## src/rtl/jnwtr_ckdivn_cv_if.sv

```systemverilog
// Control and status bundle of the programmable clock divider; master side drives run/ratio, slave side is the divider.
// Pure wiring, no timing of its own; there is no backpressure, every input is sampled on each CKI edge.
interface jnwtr_ckdivn_cv_if #(
  parameter int W = 8
) ();
  logic         EN;
  logic [W-1:0] DIV;
  logic         DIV_LD;
  logic         CKO50DC;
  logic         CKO;
  logic         PEND;
  logic [W-1:0] DIV_ACT;

  modport master (
    output EN, DIV, DIV_LD,
    input  CKO50DC, CKO, PEND, DIV_ACT
  );

  modport slave (
    input  EN, DIV, DIV_LD,
    output CKO50DC, CKO, PEND, DIV_ACT
  );
endinterface

```

## src/rtl/jnwtr_ckdivn_cv.sv

```systemverilog
// Integer clock divider (ratio 2..2^W-1) with near-50% clock and period-start strobe; outputs registered, first strobe one edge after EN.
// No backpressure: a new ratio waits in a pending register and is adopted only at the next period boundary.
module jnwtr_ckdivn_cv #(
  parameter int W       = 8,
  parameter int DIV_RST = 2
) (
  input logic              CKI,
  input logic              RST,
  jnwtr_ckdivn_cv_if.slave bus
);

  typedef enum logic {IDLE = 1'b0, RUN = 1'b1} state_e;

  localparam logic [W-1:0] ACT_RST = W'(DIV_RST);
  localparam logic [W-1:0] DIV_MIN = W'(2);

  state_e       state_q, state_d;
  logic [W-1:0] cnt_q, cnt_d;
  logic [W-1:0] act_q, act_d;
  logic [W-1:0] pnd_q, pnd_d;
  logic         pend_q, pend_d;
  logic         cko_q, cko_d;
  logic         cko50_q, cko50_d;

  logic [W-1:0] div_clamp;
  logic         wrap;
  logic [W:0]   half_d;

  // State register together with the datapath flops.
  always_ff @(posedge CKI) begin
    if (RST) begin
      state_q <= IDLE;
      cnt_q   <= '0;
      act_q   <= ACT_RST;
      pnd_q   <= ACT_RST;
      pend_q  <= 1'b0;
      cko_q   <= 1'b0;
      cko50_q <= 1'b0;
    end else begin
      state_q <= state_d;
      cnt_q   <= cnt_d;
      act_q   <= act_d;
      pnd_q   <= pnd_d;
      pend_q  <= pend_d;
      cko_q   <= cko_d;
      cko50_q <= cko50_d;
    end
  end

  always_comb begin : next_state
    state_d = state_q;
    case (state_q)
      IDLE:    if (bus.EN)  state_d = RUN;
      RUN:     if (!bus.EN) state_d = IDLE;
      default: state_d = IDLE;
    endcase
  end

  assign div_clamp = (bus.DIV < DIV_MIN) ? DIV_MIN : bus.DIV;
  assign wrap      = (cnt_q == (act_q - 1'b1));

  always_comb begin : datapath_outputs
    cnt_d   = cnt_q;
    act_d   = act_q;
    pnd_d   = pnd_q;
    pend_d  = pend_q;
    cko_d   = 1'b0;
    cko50_d = 1'b0;
    half_d  = '0;

    case (state_q)
      IDLE: begin
        cnt_d = '0;
        if (bus.EN) begin
          if (pend_q) begin
            act_d  = pnd_q;
            pend_d = 1'b0;
          end
          cko_d = 1'b1;
        end
        // Nothing is running, so a load takes effect immediately and supersedes any retained pending ratio.
        if (bus.DIV_LD) begin
          act_d  = div_clamp;
          pend_d = 1'b0;
        end
      end

      RUN: begin
        if (!bus.EN) begin
          cnt_d = '0;
          if (bus.DIV_LD) begin
            pnd_d  = div_clamp;
            pend_d = 1'b1;
          end
        end else if (wrap) begin
          cnt_d = '0;
          cko_d = 1'b1;
          // A load coinciding with the boundary is newer than anything pending.
          if (bus.DIV_LD) begin
            act_d  = div_clamp;
            pend_d = 1'b0;
          end else if (pend_q) begin
            act_d  = pnd_q;
            pend_d = 1'b0;
          end
        end else begin
          cnt_d = cnt_q + 1'b1;
          if (bus.DIV_LD) begin
            pnd_d  = div_clamp;
            pend_d = 1'b1;
          end
        end
      end

      default: begin
        cnt_d = '0;
      end
    endcase

    // High time follows the ratio in force after this edge, so the first period at a new ratio is already correct.
    half_d  = ({1'b0, act_d} + 1'b1) >> 1;
    cko50_d = (state_d == RUN) && ({1'b0, cnt_d} < half_d);
  end

  assign bus.CKO     = cko_q;
  assign bus.CKO50DC = cko50_q;
  assign bus.PEND    = pend_q;
  assign bus.DIV_ACT = act_q;

  a_cnt_in_range: assert property (@(posedge CKI) disable iff (RST)
    (state_q == RUN) |-> (cnt_q < act_q));

  a_act_legal: assert property (@(posedge CKI) disable iff (RST)
    (act_q >= DIV_MIN) && (pnd_q >= DIV_MIN));

endmodule
```

## src/flat_wrapper.sv

```systemverilog
// flat-port wrapper written by rule: the top's interface ports become plain ports
module jnwtr_ckdivn_cv_flat 
#(
  parameter int W       = 8,
  parameter int DIV_RST = 2
)
  (CKI, RST, bus_EN, bus_DIV, bus_DIV_LD, bus_CKO50DC, bus_CKO, bus_PEND, bus_DIV_ACT);
  jnwtr_ckdivn_cv_if #(.W(W)) bus_i ();
  input logic CKI;
  input logic RST;
  input wire logic [$bits(bus_i.EN)-1:0] bus_EN;
  input wire logic [$bits(bus_i.DIV)-1:0] bus_DIV;
  input wire logic [$bits(bus_i.DIV_LD)-1:0] bus_DIV_LD;
  output wire logic [$bits(bus_i.CKO50DC)-1:0] bus_CKO50DC;
  output wire logic [$bits(bus_i.CKO)-1:0] bus_CKO;
  output wire logic [$bits(bus_i.PEND)-1:0] bus_PEND;
  output wire logic [$bits(bus_i.DIV_ACT)-1:0] bus_DIV_ACT;
  assign bus_i.EN = bus_EN;
  assign bus_i.DIV = bus_DIV;
  assign bus_i.DIV_LD = bus_DIV_LD;
  assign bus_CKO50DC = bus_i.CKO50DC;
  assign bus_CKO = bus_i.CKO;
  assign bus_PEND = bus_i.PEND;
  assign bus_DIV_ACT = bus_i.DIV_ACT;
  jnwtr_ckdivn_cv #(.W(W), .DIV_RST(DIV_RST)) u_core (.CKI(CKI), .RST(RST), .bus(bus_i));
endmodule
```

## config.mk

```make
export PLATFORM = sky130hd
export DESIGN_NAME = jnwtr_ckdivn_cv_flat
export DESIGN_NICKNAME = d
export VERILOG_FILES = /design/src/rtl/jnwtr_ckdivn_cv_if.sv /design/src/rtl/jnwtr_ckdivn_cv.sv /design/src/flat_wrapper.sv
export SDC_FILE = /design/constraint.sdc
export NUM_CORES = 1
export LEC_CHECK = 0
export CAP_MARGIN = 0
export CORE_ASPECT_RATIO = 1.5
export CORE_MARGIN = 2
export CORE_UTILIZATION = 30
export DETAILED_ROUTE_END_ITERATION = 12
export REMOVE_ABC_BUFFERS = 1
export SYNTH_ARGS = -nofsm -noshare
export SYNTH_HDL_FRONTEND = slang
export SYNTH_SLANG_ARGS = --single-unit
export TNS_END_PERCENT = 20
```

## constraint.sdc

```tcl
create_clock -name CKI -period 10.1 [get_ports CKI]
set_clock_uncertainty 0.2 [all_clocks]
set_input_delay 2.525 -clock CKI [delete_from_list [all_inputs] [get_ports CKI]]
set_output_delay 2.525 -clock CKI [all_outputs]
set_load 0.02 [all_outputs]
```

==> reports/metrics.cfg <==
[status]
run_status = completed

[finish]
nFillCells = 736
antennaDiodeCount = 0
stdcell_count = 346
nets = 291
syn2layout_area_growth_pct = 13.7
drive_above_1_share_pct = 4.85
finalInstanceArea_mm2 = 0.00237

[synth]
synth-seq-cells = 28
synth_seq_area_share_pct = 26.9
syn-instance-count = 260
yosys.area.top_type_share_pct = 26.9
synth_cell_types = 56
synthArstFlopShare_pct = 0
yosys_warnings = 0
synth-edff-count = 0
synth_area_mm2 = 0.00209
ys.flop_type = dfxtp_1
synth.area.top_cells = dfxtp_1 27%, nor2_1 6.8%, ha_1 6.0%
avgSynthCellArea_um2 = 8.03
yosys.area.top_type = dfxtp_1

[drt]
vias = 1904
ant_nets = 0
wl_mm = 5.36
drt_iter0_drc = 88
detail_route.wl_per_cell_um = 15.5
drc = 0
drt_first_pass_iters = 4
viasPerCell = 5.50

[worst_setup_path]
worstSetupEndpointType = flip-flop
critPathLaunchType = input pin
crit_arrival_ns = 6.28
worstPathRequired_ns = 10.13
path_max_fanout = 13
crit_type = input pin to flip-flop

[global_routing]
grt_overflow = 0
antenna_found_initial = 0
grt_pass1_wl_mm = 8.64
grt_usage_pct = 14.3
grt_pass1_vias = 1864
grt_max_degree = 27

[clock_tree]
clock-sinks = 28
cts_tree = done
cts_setup_buffers = 0
insertion_delay_ns = 0.28
cts_htree_levels = 1
path_clk_slew_ns = 0.10
root_buffer = clkbuf_8
ctsHoldBuffers = 0
cts_resized = 0
clockBufferDepth = 2
cts_buffers = 3

[pwr]
p_sw_share_pct = 31.5
leakagePower_nw = 0.900
power_frac_comb_pct = 25.5
switching_power_w = 0.0000827
power.share.clock_pct = 27.1
internal_power_w = 0.000180
power_per_cell_area_mw_per_mm2 = 111
seqPwrFrac_pct = 47.4
peakVddDrop_v = 0.0000458

[sta]
period_minus_slack_ns = 6.25
fmax_ghz = 0.160
slew_headroom_pct = 31.1
rsz0062_at_grt = false
tns_ns = 0
worst_slew_pin_slew_ns = 1.03
min_period_over_period_pct = 61.8
slew_viol_final = 0
finalHoldViolations = 0
finalSetupViolCount = 0

[floorplan]
initial_core_util_pct = 30.7
io_pins = 23
fp.dieArea_mm2 = 0.00765
die_y_um = 106
std_cell_rows = 37
coreArea_mm2 = 0.00681
die_w_um = 72.1

[run]
cap_violations = 0

[placement]
placed_area_mm2 = 0.00232
gp_congestion = 0.830
hpwl_mm = 4.10
portBuffers = 22
dp.cells = 342

[hold_path]
hp-class = flip-flop to flip-flop

==> flip-flops by register name, summed over array words and instances (netlist names) <==
signal              flops
u_core.bus.PEND         1
u_core.bus.CKO          1
u_core.cnt_q            8
u_core.state_q          1
u_core.bus.DIV_ACT      8
u_core.pnd_q            8
u_core.bus.CKO50DC      1
==> cell type report <==
cell class              instances  area, µm²  area share, %
clock buffers                   4       55.1           2.32
repair buffers                 22        220           9.28
inverters                      10       37.5           1.58
flip-flops and latches         28        561           23.6
well taps                      78       97.6           4.11
multi-input cells             204       1400           59.1
==> metrics by stage <==
stage / hold slack, ns / power [W] / setup slack (ns) / utilization [%]
global route: 0.332 / 0.000277 / 3.59 / 34.9
finish: 0.310 / 0.000263 / 3.85 / 34.9
floorplan: 0.251 / 0.000168 / 4.56 / -
detailed placement: 0.278 / 0.000194 / 3.57 / 34.1
global placement: 0.281 / 0.000193 / 3.71 / 34.1
CTS: 0.314 / 0.000268 / 3.87 / 34.9
==> cells by family after synthesis <==
kind of cell | synth area share, %
AND/OR/NAND/NOR | 27.4
AO/OA/AOI/OAI | 18.6
buffers and inverters | 5.99
flip-flops | 26.9
XOR/XNOR | 8.81
multiplexers | 6.30
adder cells (fa/ha/maj) | 6.00
==> cells in the final DEF (no fill, tap or decap), types with 3 or more instances in the layout <==
| master | synthesis | layout |
|---|---|---|
| dfxtp_1 | 28 | 28 |
| a211oi_1 | 6 | 6 |
| clkdlybuf4s50_1 | 0 | 22 |
| nand2b_1 | 3 | 3 |
| clkbuf_8 | 0 | 4 |
| nor3_1 | 14 | 14 |
| mux2i_1 | 12 | 12 |
| xnor2_1 | 10 | 10 |
| xor2_1 | 11 | 11 |
| nand3_1 | 12 | 12 |
| ha_1 | 10 | 10 |
| inv_1 | 9 | 9 |
| o21ai_0 | 11 | 11 |
| a21oi_1 | 5 | 5 |
| nor2_1 | 38 | 38 |
| a311oi_1 | 3 | 3 |
| and3_1 | 5 | 5 |
| a211o_1 | 4 | 4 |
| nand2_1 | 14 | 14 |
| or2_1 | 3 | 3 |
==> critical path, stage by stage <==
cell             delay (ns)
clkdlybuf4s50_1        0.78
inv_1                  0.10
a2111o_1               0.41
or2_1                  0.40
a311oi_1               0.72
nor2_1                 0.15
xnor2_1                0.16
ha_1                   0.29
a21o_1                 0.16
a211o_1                0.28
a41oi_1                0.17
o21a_1                 0.14
==> metal layers <==
metal	track usage, %	vias to the layer above	wire length [µm]
met3	1.61	15	143
met1	14.7	899	2120
met2	26.8	36	2840
met4	8.49	0	262
met5	0	-	0
li1	-	954	-
==> path summary, 6_finish.rpt <==
| check | from | end | slack [ns] | cells after the start |
|---|---|---|---|---|
| max | bus_EN | u_core.bus.CKO50DC$_SDFF_PP0_ | 3.85 | 12 |
| min | u_core.pnd_q[1]$_SDFFE_PP1P_ | u_core.pnd_q[1]$_SDFFE_PP1P_ | 0.31 | 1 |
| max reg2reg | u_core.bus.DIV_ACT[0]$_SDFF_PP0_ | u_core.bus.CKO50DC$_SDFF_PP0_ | 5.68 | 15 |
| min reg2reg | u_core.pnd_q[1]$_SDFFE_PP1P_ | u_core.pnd_q[1]$_SDFFE_PP1P_ | 0.31 | 1 |
==> synth_stat cells, drive strengths merged (3+ instances only) <==
cell type,instances
and3,5
ha,10
or2,3
a211oi,6
xor2,11
dfxtp,28
nand3,12
nor3,15
inv,10
mux2i,12
a211o,4
nand2b,3
nand2,14
a21oi,5
buf,6
a311oi,3
nor4,3
o21ai,11
clkbuf,12
xnor2,10
nor2,39
a2111oi,3
==> power by group through the flow <==
stage / combinational [W] / sequential (W) / clock (W)
2_1_floorplan: 0.0000403 / 0.000128 / 0
3_3_place_gp: 0.0000662 / 0.000127 / 0
3_5_place_dp: 0.0000672 / 0.000127 / 0
4_1_cts: 0.0000675 / 0.000125 / 0.0000758
5_1_grt: 0.0000741 / 0.000126 / 0.0000772
6_report: 0.0000670 / 0.000124 / 0.0000713
(Power assumes the default switching activity.)
